==> src/rtl/vscale_mem_arbiter_pkg.sv <==
// Shared widths, owner encoding and request record for the instruction/data memory arbiter.
package vscale_mem_arbiter_pkg;

    localparam int unsigned XPR_LEN        = 32;
    localparam int unsigned MEM_TYPE_WIDTH = 3;

    // Fetches always move a full word.
    localparam logic [MEM_TYPE_WIDTH-1:0] MEM_TYPE_WORD = 3'd2;

    typedef enum logic [1:0] {
        ARB_OWNER_NONE = 2'd0,
        ARB_OWNER_IMEM = 2'd1,
        ARB_OWNER_DMEM = 2'd2
    } arb_owner_e;

    typedef struct packed {
        logic [XPR_LEN-1:0]        addr;
        logic                      wen;
        logic [MEM_TYPE_WIDTH-1:0] size;
    } dmem_req_t;

endpackage

==> src/rtl/vscale_mem_arbiter_if.sv <==
// Pipeline imem/dmem ports plus the shared pipelined memory bus, as seen by the arbiter.
interface vscale_mem_arbiter_if;
    import vscale_mem_arbiter_pkg::*;

    logic [XPR_LEN-1:0]        imem_addr;
    logic                      imem_wait;
    logic [XPR_LEN-1:0]        imem_rdata;
    logic                      imem_badmem_e;

    logic                      dmem_en;
    logic                      dmem_wen;
    logic [MEM_TYPE_WIDTH-1:0] dmem_size;
    logic [XPR_LEN-1:0]        dmem_addr;
    logic [XPR_LEN-1:0]        dmem_wdata_delayed;
    logic                      dmem_wait;
    logic [XPR_LEN-1:0]        dmem_rdata;
    logic                      dmem_badmem_e;

    logic                      bus_req;
    logic [XPR_LEN-1:0]        bus_addr;
    logic                      bus_write;
    logic [MEM_TYPE_WIDTH-1:0] bus_size;
    logic [XPR_LEN-1:0]        bus_wdata;
    logic                      bus_ready;
    logic [XPR_LEN-1:0]        bus_rdata;
    logic                      bus_err;

    // Arbiter side.
    modport slave (
        input  imem_addr, dmem_en, dmem_wen, dmem_size, dmem_addr, dmem_wdata_delayed,
        input  bus_ready, bus_rdata, bus_err,
        output imem_wait, imem_rdata, imem_badmem_e,
        output dmem_wait, dmem_rdata, dmem_badmem_e,
        output bus_req, bus_addr, bus_write, bus_size, bus_wdata
    );

    // Pipeline plus memory side.
    modport master (
        output imem_addr, dmem_en, dmem_wen, dmem_size, dmem_addr, dmem_wdata_delayed,
        output bus_ready, bus_rdata, bus_err,
        input  imem_wait, imem_rdata, imem_badmem_e,
        input  dmem_wait, dmem_rdata, dmem_badmem_e,
        input  bus_req, bus_addr, bus_write, bus_size, bus_wdata
    );

endinterface

==> src/rtl/vscale_mem_arbiter.sv <==
// Shares one address/data pipelined memory bus between fetch and the data port; data wins.
module vscale_mem_arbiter
    import vscale_mem_arbiter_pkg::*;
(
    input logic                  clk,
    input logic                  reset,
    vscale_mem_arbiter_if.slave  mem
);

    arb_owner_e owner_q, owner_d;
    logic       dw_q, dw_d;
    logic       pend_v_q, pend_v_d;
    dmem_req_t  pend_q, pend_d;

    dmem_req_t  dmem_req;
    dmem_req_t  sel_req;
    logic       sel_dmem;
    logic       accept;
    logic       dmem_wait;
    logic       dmem_sample;

    always_comb begin
        dmem_req    = '{addr: mem.dmem_addr, wen: mem.dmem_wen, size: mem.dmem_size};
        accept      = (owner_q == ARB_OWNER_NONE) || mem.bus_ready;
        dmem_wait   = pend_v_q || ((owner_q == ARB_OWNER_DMEM) && !mem.bus_ready);
        // A request held while stalled must not be sampled a second time.
        dmem_sample = mem.dmem_en && !dmem_wait;
        sel_dmem    = pend_v_q || dmem_sample;
        if (pend_v_q) begin
            sel_req = pend_q;
        end else if (dmem_sample) begin
            sel_req = dmem_req;
        end else begin
            sel_req = '{addr: mem.imem_addr, wen: 1'b0, size: MEM_TYPE_WORD};
        end
    end

    always_comb begin
        owner_d  = owner_q;
        dw_d     = dw_q;
        pend_v_d = pend_v_q;
        pend_d   = pend_q;
        if (accept) begin
            owner_d  = sel_dmem ? ARB_OWNER_DMEM : ARB_OWNER_IMEM;
            dw_d     = sel_dmem && sel_req.wen;
            pend_v_d = 1'b0;
        end else if (dmem_sample) begin
            pend_v_d = 1'b1;
            pend_d   = dmem_req;
        end
    end

    always_ff @(posedge clk) begin
        if (reset) begin
            owner_q  <= ARB_OWNER_NONE;
            dw_q     <= 1'b0;
            pend_v_q <= 1'b0;
            pend_q   <= '0;
        end else begin
            owner_q  <= owner_d;
            dw_q     <= dw_d;
            pend_v_q <= pend_v_d;
            pend_q   <= pend_d;
        end
    end

    assign mem.bus_req   = !reset;
    assign mem.bus_addr  = sel_req.addr;
    assign mem.bus_write = sel_req.wen;
    assign mem.bus_size  = sel_req.size;
    assign mem.bus_wdata = ((owner_q == ARB_OWNER_DMEM) && dw_q) ? mem.dmem_wdata_delayed : '0;

    assign mem.dmem_wait     = dmem_wait;
    assign mem.imem_wait     = !((owner_q == ARB_OWNER_IMEM) && mem.bus_ready);
    assign mem.imem_rdata    = mem.bus_rdata;
    assign mem.dmem_rdata    = mem.bus_rdata;
    assign mem.imem_badmem_e = (owner_q == ARB_OWNER_IMEM) && mem.bus_ready && mem.bus_err;
    assign mem.dmem_badmem_e = (owner_q == ARB_OWNER_DMEM) && mem.bus_ready && mem.bus_err;

endmodule

==> src/flat_wrapper.sv <==
// flat-port wrapper written by rule: the top's interface ports become plain ports
module vscale_mem_arbiter_flat import vscale_mem_arbiter_pkg::*;
  (clk, reset, mem_imem_addr, mem_dmem_en, mem_dmem_wen, mem_dmem_size, mem_dmem_addr, mem_dmem_wdata_delayed, mem_bus_ready, mem_bus_rdata, mem_bus_err, mem_imem_wait, mem_imem_rdata, mem_imem_badmem_e, mem_dmem_wait, mem_dmem_rdata, mem_dmem_badmem_e, mem_bus_req, mem_bus_addr, mem_bus_write, mem_bus_size, mem_bus_wdata);
  vscale_mem_arbiter_if mem_i ();
  input logic clk;
  input logic reset;
  input wire logic [$bits(mem_i.imem_addr)-1:0] mem_imem_addr;
  input wire logic [$bits(mem_i.dmem_en)-1:0] mem_dmem_en;
  input wire logic [$bits(mem_i.dmem_wen)-1:0] mem_dmem_wen;
  input wire logic [$bits(mem_i.dmem_size)-1:0] mem_dmem_size;
  input wire logic [$bits(mem_i.dmem_addr)-1:0] mem_dmem_addr;
  input wire logic [$bits(mem_i.dmem_wdata_delayed)-1:0] mem_dmem_wdata_delayed;
  input wire logic [$bits(mem_i.bus_ready)-1:0] mem_bus_ready;
  input wire logic [$bits(mem_i.bus_rdata)-1:0] mem_bus_rdata;
  input wire logic [$bits(mem_i.bus_err)-1:0] mem_bus_err;
  output wire logic [$bits(mem_i.imem_wait)-1:0] mem_imem_wait;
  output wire logic [$bits(mem_i.imem_rdata)-1:0] mem_imem_rdata;
  output wire logic [$bits(mem_i.imem_badmem_e)-1:0] mem_imem_badmem_e;
  output wire logic [$bits(mem_i.dmem_wait)-1:0] mem_dmem_wait;
  output wire logic [$bits(mem_i.dmem_rdata)-1:0] mem_dmem_rdata;
  output wire logic [$bits(mem_i.dmem_badmem_e)-1:0] mem_dmem_badmem_e;
  output wire logic [$bits(mem_i.bus_req)-1:0] mem_bus_req;
  output wire logic [$bits(mem_i.bus_addr)-1:0] mem_bus_addr;
  output wire logic [$bits(mem_i.bus_write)-1:0] mem_bus_write;
  output wire logic [$bits(mem_i.bus_size)-1:0] mem_bus_size;
  output wire logic [$bits(mem_i.bus_wdata)-1:0] mem_bus_wdata;
  assign mem_i.imem_addr = mem_imem_addr;
  assign mem_i.dmem_en = mem_dmem_en;
  assign mem_i.dmem_wen = mem_dmem_wen;
  assign mem_i.dmem_size = mem_dmem_size;
  assign mem_i.dmem_addr = mem_dmem_addr;
  assign mem_i.dmem_wdata_delayed = mem_dmem_wdata_delayed;
  assign mem_i.bus_ready = mem_bus_ready;
  assign mem_i.bus_rdata = mem_bus_rdata;
  assign mem_i.bus_err = mem_bus_err;
  assign mem_imem_wait = mem_i.imem_wait;
  assign mem_imem_rdata = mem_i.imem_rdata;
  assign mem_imem_badmem_e = mem_i.imem_badmem_e;
  assign mem_dmem_wait = mem_i.dmem_wait;
  assign mem_dmem_rdata = mem_i.dmem_rdata;
  assign mem_dmem_badmem_e = mem_i.dmem_badmem_e;
  assign mem_bus_req = mem_i.bus_req;
  assign mem_bus_addr = mem_i.bus_addr;
  assign mem_bus_write = mem_i.bus_write;
  assign mem_bus_size = mem_i.bus_size;
  assign mem_bus_wdata = mem_i.bus_wdata;
  vscale_mem_arbiter u_core (.clk(clk), .reset(reset), .mem(mem_i));
endmodule
==> config.mk <==
export PLATFORM = sky130hd
export DESIGN_NAME = vscale_mem_arbiter_flat
export DESIGN_NICKNAME = d
export VERILOG_FILES = /design/src/rtl/vscale_mem_arbiter_pkg.sv /design/src/rtl/vscale_mem_arbiter_if.sv /design/src/rtl/vscale_mem_arbiter.sv /design/src/flat_wrapper.sv
export SDC_FILE = /design/constraint.sdc
export NUM_CORES = 1
export LEC_CHECK = 0
export ABC_CLOCK_PERIOD_IN_PS = 2310
export CAP_MARGIN = 20
export CORE_AREA = 2 2 106 108
export CTS_CLUSTER_SIZE = 25
export DETAILED_ROUTE_END_ITERATION = 10
export DIE_AREA = 0 0 108 110
export PLACE_DENSITY_LB_ADDON = 0.2
export SLEW_MARGIN = 20
export SYNTH_ARGS = -nofsm -noshare
export SYNTH_HDL_FRONTEND = slang
export SYNTH_SLANG_ARGS = --single-unit
export TNS_END_PERCENT = 30
==> constraint.sdc <==
create_clock -name clk -period 2.31 [get_ports clk]
set_clock_uncertainty 0.1 [all_clocks]
set_input_delay 0.462 -clock clk [delete_from_list [all_inputs] [get_ports clk]]
set_output_delay 0.462 -clock clk [all_outputs]
set_load 0.1 [all_outputs]
Yosys cells after proc, flatten, opt, wreduce, memory -nomap -nowiden:

Cells that the tools add are included.
Widths: inputs -> output; s select.

* eq/ne operators: 2
* muxes and demuxes: 4
* bitwise operators: 1
* reduce and logical (&&, ||, !) cells: 18

Operators by type and width (number)
* $mux 36: 2
* $mux 32: 1
* $logic_and 1x1->1: 8
* $logic_not 1->1: 4
* $logic_or 1x1->1: 3
* $eq 2x1->1 const B: 1
* $eq 2x2->1 const B: 1
* $logic_not 2->1: 1
* $mux 2: 1
* $reduce_and 2->1: 1
* $reduce_or 2->1: 1
* $not 1->1: 1

* register bits: 40
* output and inout bits: 137
* word-level logic and storage cells: 31

Logic depth before layout (Yosys ltp):

Gate-level depths: netlist of the first run.

* depth in word-level cells: 8
* depth in mapped cells: 5
* depth with buffers taken out: 3

Worst setup path after synthesis of the first run:

No wires, ideal clock.

* kind: in2out
* from: input mem_bus_ready
* to: output mem_imem_badmem_e
* arrival: 2.852 ns
* path slack: -1.104 ns
* stages on the path: 2
* path through: nand3_1 > nor2_1

* longest elaborated chain between the ends: 2

Ends and longest elaborated chain
* from (decl): RTL line flat_wrapper.sv:13 `input wire logic [$bits(mem_i.bus_ready)-1:0] mem_bus_ready;`
* $logic_and 1x1->1 (2 in a row): RTL line vscale_mem_arbiter.sv:77 `assign mem.imem_badmem_e = (owner_q == ARB_OWNER_IMEM) && mem.bus_ready && mem.bus_err;`
* to (decl): RTL line flat_wrapper.sv:18 `output wire logic [$bits(mem_i.imem_badmem_e)-1:0] mem_imem_badmem_e;`

Every way passes these cells.

Final worst setup path of the first run:

* from: register u_core.owner_q[1]
* to: output mem_bus_addr[24]

* longest elaborated chain between the ends: 7

Ends and longest elaborated chain
* from (decl): RTL line vscale_mem_arbiter.sv:10 `arb_owner_e owner_q, owner_d;`
* from (signal assigned): RTL line vscale_mem_arbiter.sv:60 `owner_q <= owner_d;`
* $eq 2x2->1: RTL line vscale_mem_arbiter.sv:25 `dmem_wait = pend_v_q || ((owner_q == ARB_OWNER_DMEM) && !mem.bus_ready);`
* $logic_and 1x1->1: RTL line vscale_mem_arbiter.sv:25
* $logic_or 1x1->1: RTL line vscale_mem_arbiter.sv:25
* $logic_not 1->1: RTL line vscale_mem_arbiter.sv:27 `dmem_sample = mem.dmem_en && !dmem_wait;`
* $logic_and 1x1->1: RTL line vscale_mem_arbiter.sv:27
* $mux 36: RTL line vscale_mem_arbiter.sv:31 `end else if (dmem_sample) begin`
* $mux 36: RTL line vscale_mem_arbiter.sv:29 `if (pend_v_q) begin`
* to (decl): RTL line flat_wrapper.sv:23 `output wire logic [$bits(mem_i.bus_addr)-1:0] mem_bus_addr;`

Every way passes these cells.

==> results.txt, run 1 <==
Clock Pin Slew Worst Setup and Hold Paths -> 0.09 ns
Cell family with most CP delay -> simple AND/OR/NAND/NOR gates
R2r setup slk -> 0.61 ns
DR vias -> 2922
Worst Hold Path EP -> u_core.pend_q[14]
Area growth from synthesis to layout -> 96.8%
Post-synthesis cell type count -> 28
Synthesized area per cell -> 7.64 sq um
Synth area leaders -> dfxtp_1 29%, buf_4 17%, and2_1 14%
RSZ-0062 raised after global routing -> yes
# diodes -> 0
Initial drt markers -> 87
Share of the synthesized area in the top cell type -> 28.6%
Gpl congestion -> 0.699
Syn Nets -> 503
Slowest CP cell -> or3b_4
Max clock buf depth -> 2
YS warnings -> 0
Highest clock rate -> 0.395 GHz
Gr ovfl total -> 0
Worst R2R Path Depth -> 5
CTS tree -> built
Drt first pass iters -> 4
PwrDens -> 491 nW/um^2
Fin. max-slew vios -> 0
Initial antenna violation count -> 0
Static Leak -> 0.00217 uW
Row count -> 38
Most used cell, CP -> buf_12
M1 WL -> 3990 microns
Crit-path cells -> or3b_4, buf_12, and2_4, a221o_4, buf_12
Fin nets -> 625
Biggest area consumer among synthesized cells -> dfxtp_1
Setup TNS -> -6.76 ns
# DRC -> 0
Layout cells sized above 1 -> 28.4%
Hpwl dp -> 7390 microns
CTS Sinks -> 40
Initial Util -> 26.1%
Critical Path AT -> 1.97 ns
Worst-margin pin slew -> 0.425 ns
CP Class -> reg2out
Critical Path Max Stage Delay -> 0.42 ns
Max Cap Viol -> 0
H-tree depth -> 2
Routed wire length per instance -> 16.9 microns
Vias per cell -> 4.65
Slew margin rel. -> 71.6%
Final setup vio count -> 36
Total track usage -> 17.3%
Number of fill cells -> 997
Worst Hold Launch -> u_core.pend_q[14]
Failing checks -> negative setup slack
Top routing layer used -> met4
Chip width -> 108 microns
Startpoint Class -> register
Hold buffer count at cts -> 0
Reg2reg start -> u_core.pend_v_q
WL met3 -> 950 microns
CP Buf/Inv Count -> 2
Die Ht -> 110 microns
Fin. Hold Viols -> 0
Ports -> 274
Synthesized cell area -> 2800 sq um
Largest net degree at the start of global routing -> 40
Hold Path Depth -> 2
Worst Path Required -> 1.75 ns
Port buffer count -> 177
Total power -> 2700 uW
#FFs+latches synth -> 40
Status -> finished with violations
Core area -> 10700 sq um
DIE AREA -> 11900 sq um
Tcrit/Tclk final -> 110%
Setup crit end kind -> output pin
First-pass GRT wire length -> 15800 microns
Peak supply drop -> 324 uV
Final WL -> 10600 microns
Root buf cell -> clkbuf_8
CTS Buf Count -> 5
Skew-Pair Late Insertion Delay -> 0.29 ns
Seq/Total Area, Yosys -> 28.6%
Vias in the first global route -> 2975
Setup WS post-layout -> -0.222 ns
Reg-to-reg critical path endpoint -> u_core.pend_q[24]
Routed Antenna Nets -> 0
WL met2 -> 5500 microns
Max Fanout on Critical Path -> 8
Tmin final -> 2.53 ns
HP Class -> reg2reg
Cell count after synthesis -> 366
-- registers in the layout, indices dropped and copies added (netlist names) --
name / flops
u_core.pend_q: 36
u_core.owner_q: 2
u_core.dw_q: 1
u_core.pend_v_q: 1
-- how the worst max path moves through the flow --
stage                       from                 to  slack, ns  cells after the start
5_1_grt        u_core.owner_q[1]   mem_bus_addr[27]      -0.27                      5
3_3_place_gp       mem_bus_ready    mem_bus_addr[1]      -0.52                      5
3_5_place_dp       mem_bus_ready   mem_bus_addr[21]      -0.54                      5
4_1_cts        u_core.owner_q[1]   mem_bus_addr[12]      -0.28                      5
2_1_floorplan      mem_bus_ready  mem_imem_badmem_e      -0.66                      2
6_report       u_core.owner_q[1]   mem_bus_addr[24]      -0.22                      5
-- worst register-to-register path: stages, from the launching register on --
cell     delay (ns)
dfxtp_1        0.38
buf_8          0.18
or4bb_1        0.52
buf_4          0.23
nand2_1        0.09
a21oi_1        0.06
-- report_power, final --
group | leakage, uW | internal (uW) | switching [uW] | total, uW
logic | 0.00180 | 645 | 876 | 1520
clock network | 0.0000479 | 211 | 252 | 463
registers | 0.000324 | 710 | 10.2 | 720
total | 0.00217 | 1570 | 1140 | 2700
-- layout make-up --
type	count	area [sq um]	area share (%)
timing repair buffer	199	2760	50.1
multi-input combinational	237	1660	30.2
clock inverter	3	18.8	0.341
clock buffer	5	68.8	1.25
sequential	40	802	14.6
tap	140	175	3.18
inverter	5	18.8	0.341
-- cells in the mapped netlist --
| cell type | count |
|---|---|
| a32oi_1 | 1 |
| and2_1 | 64 |
| dfxtp_1 | 40 |
| nor3b_1 | 1 |
| buf_6 | 1 |
| a221o_1 | 32 |
| a21oi_2 | 1 |
| o21ai_0 | 2 |
| nand2_1 | 73 |
| or2b_1 | 2 |
| or4bb_1 | 1 |
| or3b_4 | 1 |
| buf_4 | 64 |
| a22o_1 | 2 |
| a21oi_1 | 39 |
| buf_8 | 3 |
| nor2_1 | 3 |
| nor3_1 | 2 |
| buf_2 | 4 |
| nor4bb_1 | 1 |
| and2_4 | 1 |
| o21bai_1 | 1 |
| a211oi_1 | 1 |
| nor2b_1 | 2 |
| inv_1 | 5 |
| buf_1 | 1 |
| nand3_1 | 1 |
| clkbuf_1 | 17 |
-- routing by layer --
layer	track usage, %	vias up
met2	32.2	153
met1	18.9	1336
met5	0	-
met3	5.76	14
met4	4.49	0
li1	-	1419
-- through the flow --
| step | utilization, % | cells | setup WS [ns] | cell area [sq um] | hold slack (ns) |
|---|---|---|---|---|---|
| 3_3_place_gp | 48.9 | 609 | -0.518 | 5230 | 0.337 |
| 6_report | 51.4 | 629 | -0.222 | 5500 | 0.351 |
| 5_1_grt | 51.4 | 629 | -0.267 | 5500 | 0.375 |
| 4_1_cts | 51.7 | 631 | -0.275 | 5530 | 0.355 |
| 2_1_floorplan | - | 366 | -0.659 | 3010 | 0.332 |
| 3_5_place_dp | 48.9 | 609 | -0.545 | 5230 | 0.343 |
-- layout by cell type, fill, tap and decap left out, drive strengths merged, types with 3 or more instances in the layout --
| cell | netlist | final |
|---|---|---|
| a21oi | 40 | 40 |
| inv | 5 | 5 |
| dfxtp | 40 | 40 |
| nand2 | 73 | 73 |
| buf | 73 | 96 |
| clkdlybuf4s50 | 0 | 102 |
| nor2 | 3 | 3 |
| a221o | 32 | 32 |
| and2 | 65 | 71 |
| clkbuf | 17 | 5 |
| clkinv | 0 | 3 |
-- kinds of logic after synthesis --
group	share of synthesized area, %
buffers and inverters	23.0
flip-flops	28.6
AND/OR/NAND/NOR	27.8
AO/OA/AOI/OAI	20.6
-- timing repair --
| action | in CTS | in global routing |
|---|---|---|
| pin swaps | 18 | 7 |
| gates resized for setup | 19 | 6 |
| cloned | 8 | 0 |
| setup buffers | 6 | 0 |
| endpoints found under the setup margin | 37 | 68 |
(Power assumes the default switching activity.)
==> inputs of run 2 (changes only) <==
- CTS_CLUSTER_SIZE: 25 -> not set
==> results of run 2 <==
Same layout as run 1: the final DEF is identical, and so are final timing and power.
==> inputs of run 3 (changes only) <==
- DONT_BUFFER_PORTS: not set -> 1
==> results.txt, run 3 (same netlist as run 1, synthesis figures left out) <==
Initial Util -> 26.1% (unchanged)
Port buffer count -> 0 (-100%)
Setup WS post-layout -> -0.161 ns (+0.0605 ns)
CP Class -> reg2out
Clock Pin Slew Worst Setup and Hold Paths -> 0.08 ns (about the same)
Max Cap Viol -> 0 (unchanged)
Fin nets -> 497 (-20%)
PwrDens -> 595 nW/um^2 (+21%)
Cell family with most CP delay -> compound AO/OA/AOI/OAI gates
Gpl congestion -> 0.786 (+13%)
CTS tree -> built
CP Buf/Inv Count -> 2 (unchanged)
Peak supply drop -> 217 uV (-33%)
DR vias -> 2401 (-18%)
Hpwl dp -> 6140 microns (-17%)
Ports -> 274 (unchanged)
Vias in the first global route -> 2374 (-20%)
Status -> finished with violations
Most common cell after layout, fill and taps aside -> nand2_1
Max Fanout on Critical Path -> 7 (-1)
Tmin final -> 2.47 ns (-0.0605 ns)
HP Class -> in2reg
Tcrit/Tclk final -> 107% (-2.6 points)
Skew-Pair Late Insertion Delay -> 0.28 ns (about the same)
First-pass GRT wire length -> 12400 microns (-21%)
Slew margin rel. -> 77.9% (+6.2 points)
Fin. Hold Viols -> 0 (unchanged)
# diodes -> 0 (unchanged)
Vias per cell -> 4.80 (+3.4%)
Drt first pass iters -> 4 (unchanged)
Largest Register -> u_core.pend_q
GR Util met1 -> 14.6% (-4.3 points)
Worst-margin pin slew -> 0.332 ns (-0.0937 ns)
CTS Sinks -> 40 (unchanged)
Highest clock rate -> 0.405 GHz (+2.4%)
Total track usage -> 13.6% (-3.7 points)
Setup crit end kind -> output pin
Slowest CP cell -> or3b_4
Routed wire length per instance -> 17.9 microns (+6.1%)
Grt peak-use layer -> met2
Fin cells -> 500 (-21%)
Hold buffer count at cts -> 0 (unchanged)
Fin. max-slew vios -> 0 (unchanged)
# DRC -> 0 (unchanged)
Initial drt markers -> 77 (-11%)
Number of fill cells -> 1101 (+10%)
Largest net degree at the start of global routing -> 42 (+5.0%)
Final setup vio count -> 35 (-2.8%)
Routed Antenna Nets -> 0 (unchanged)
Gr ovfl total -> 0 (unchanged)
Initial antenna violation count -> 0 (unchanged)
Setup TNS -> -4.78 ns (+1.98 ns)
Most frequent cells in the layout -> 73 x nand2_1, 64 x and2_1, 39 x buf_12, 39 x dfxtp_1, 38 x a21oi_1
DIE AREA -> 11900 sq um (unchanged)
Row count -> 38 (unchanged)
Die Ht -> 110 microns (unchanged)
Worst Path Required -> 1.75 ns (about the same)
RSZ-0062 raised after global routing -> yes
Max reg flops -> 36 (unchanged)
Chip width -> 108 microns (unchanged)
Dpl cells -> 487 (-20%)
Critical Path AT -> 1.91 ns (-0.06 ns)
CTS Buf Count -> 5 (unchanged)
Startpoint Class -> register
Failing checks -> negative setup slack
Crit-path cells -> or3b_4, a21oi_4, buf_12, clkbuf_16, a221o_4
Layout cells sized above 1 -> 30.6% (+2.1 points)
Routing usage on met3 -> 4.00% (-1.8 points)
Critical Path Max Stage Delay -> 0.42 ns (about the same)
H-tree depth -> 2 (unchanged)
Largest regs -> u_core.pend_q: 36 flops, u_core.owner_q: 2 flops
Post-layout util -> 36.3% (-15 points)
Max clock buf depth -> 2 (unchanged)
Area growth from synthesis to layout -> 38.9%
Final WL -> 8940 microns (-16%)
Root buf cell -> clkbuf_8
Static Leak -> 0.00152 uW (-30%)
Global Route met2 Usage -> 26.2% (-6.0 points)
Core area -> 10700 sq um (unchanged)
[run 3: changes by cell type in the layout (fill, tap and decap cells not counted), moves of 2 or more]
cell	previous run	this run
clkdlybuf4s50_1	102	0
buf_12	77	39
buf_6	3	15
buf_8	2	7
clkbuf_16	0	2
and2_4	8	2
[run 3: stage by stage]
stage	total power [uW]	hold WS (ns)	cell area [sq um]	setup WS, ns
after detailed placement	1830	0.336	3450	-0.0695
after floorplan	2090	0.332	3010	-0.659
after CTS	2310	0.121	3560	-0.196
final	2310	0.135	3880	-0.161
after global routing	2410	0.115	3880	-0.251
after global placement	1820	0.332	3450	-0.0479
[run 3: repair_timing]
| item | 4_1_cts | 5_1_grt |
|---|---|---|
| gates cloned | 1 | 3 |
| pin swaps | 3 | 9 |
| gates resized for setup | 6 | 61 |
| buffers inserted | 1 | 1 |
| setup endpoints to repair | 40 | 67 |
[run 3: area by class of cell]
| type | count | area (sq um) | area share [%] |
|---|---|---|---|
| timing repair buffer | 76 | 1200 | 31.0 |
| multi-input combinational | 232 | 1610 | 41.4 |
| tap | 140 | 175 | 4.51 |
| clock buffer | 6 | 72.6 | 1.87 |
| clock inverter | 1 | 5.00 | 0.129 |
| sequential | 40 | 802 | 20.7 |
| inverter | 5 | 18.8 | 0.483 |
[run 3: final timing paths]
check / endpoint / start / slack [ns] / depth (start not counted)
worst max-delay path: mem_bus_addr[28] / u_core.owner_q[1] / -0.16 / 5
worst min-delay path: u_core.pend_q[29] / reset / 0.14 / 1
worst max register to register: u_core.pend_q[27] / u_core.pend_v_q / 0.65 / 5
worst min register to register: u_core.pend_q[12] / u_core.pend_q[12] / 0.34 / 2
[run 3: routing by layer]
layer / share of wire, % / up-vias
li1: - / 1157
met1: 36 / 1091
met2: 54 / 145
met3: 9.0 / 8
met4: 0.58 / 0
met5: 0 / -
[run 3: report_power, final]
group,internal (uW),switching (uW)
registers,710,9.00
clock network,206,241
logic,366,778
total,1280,1030
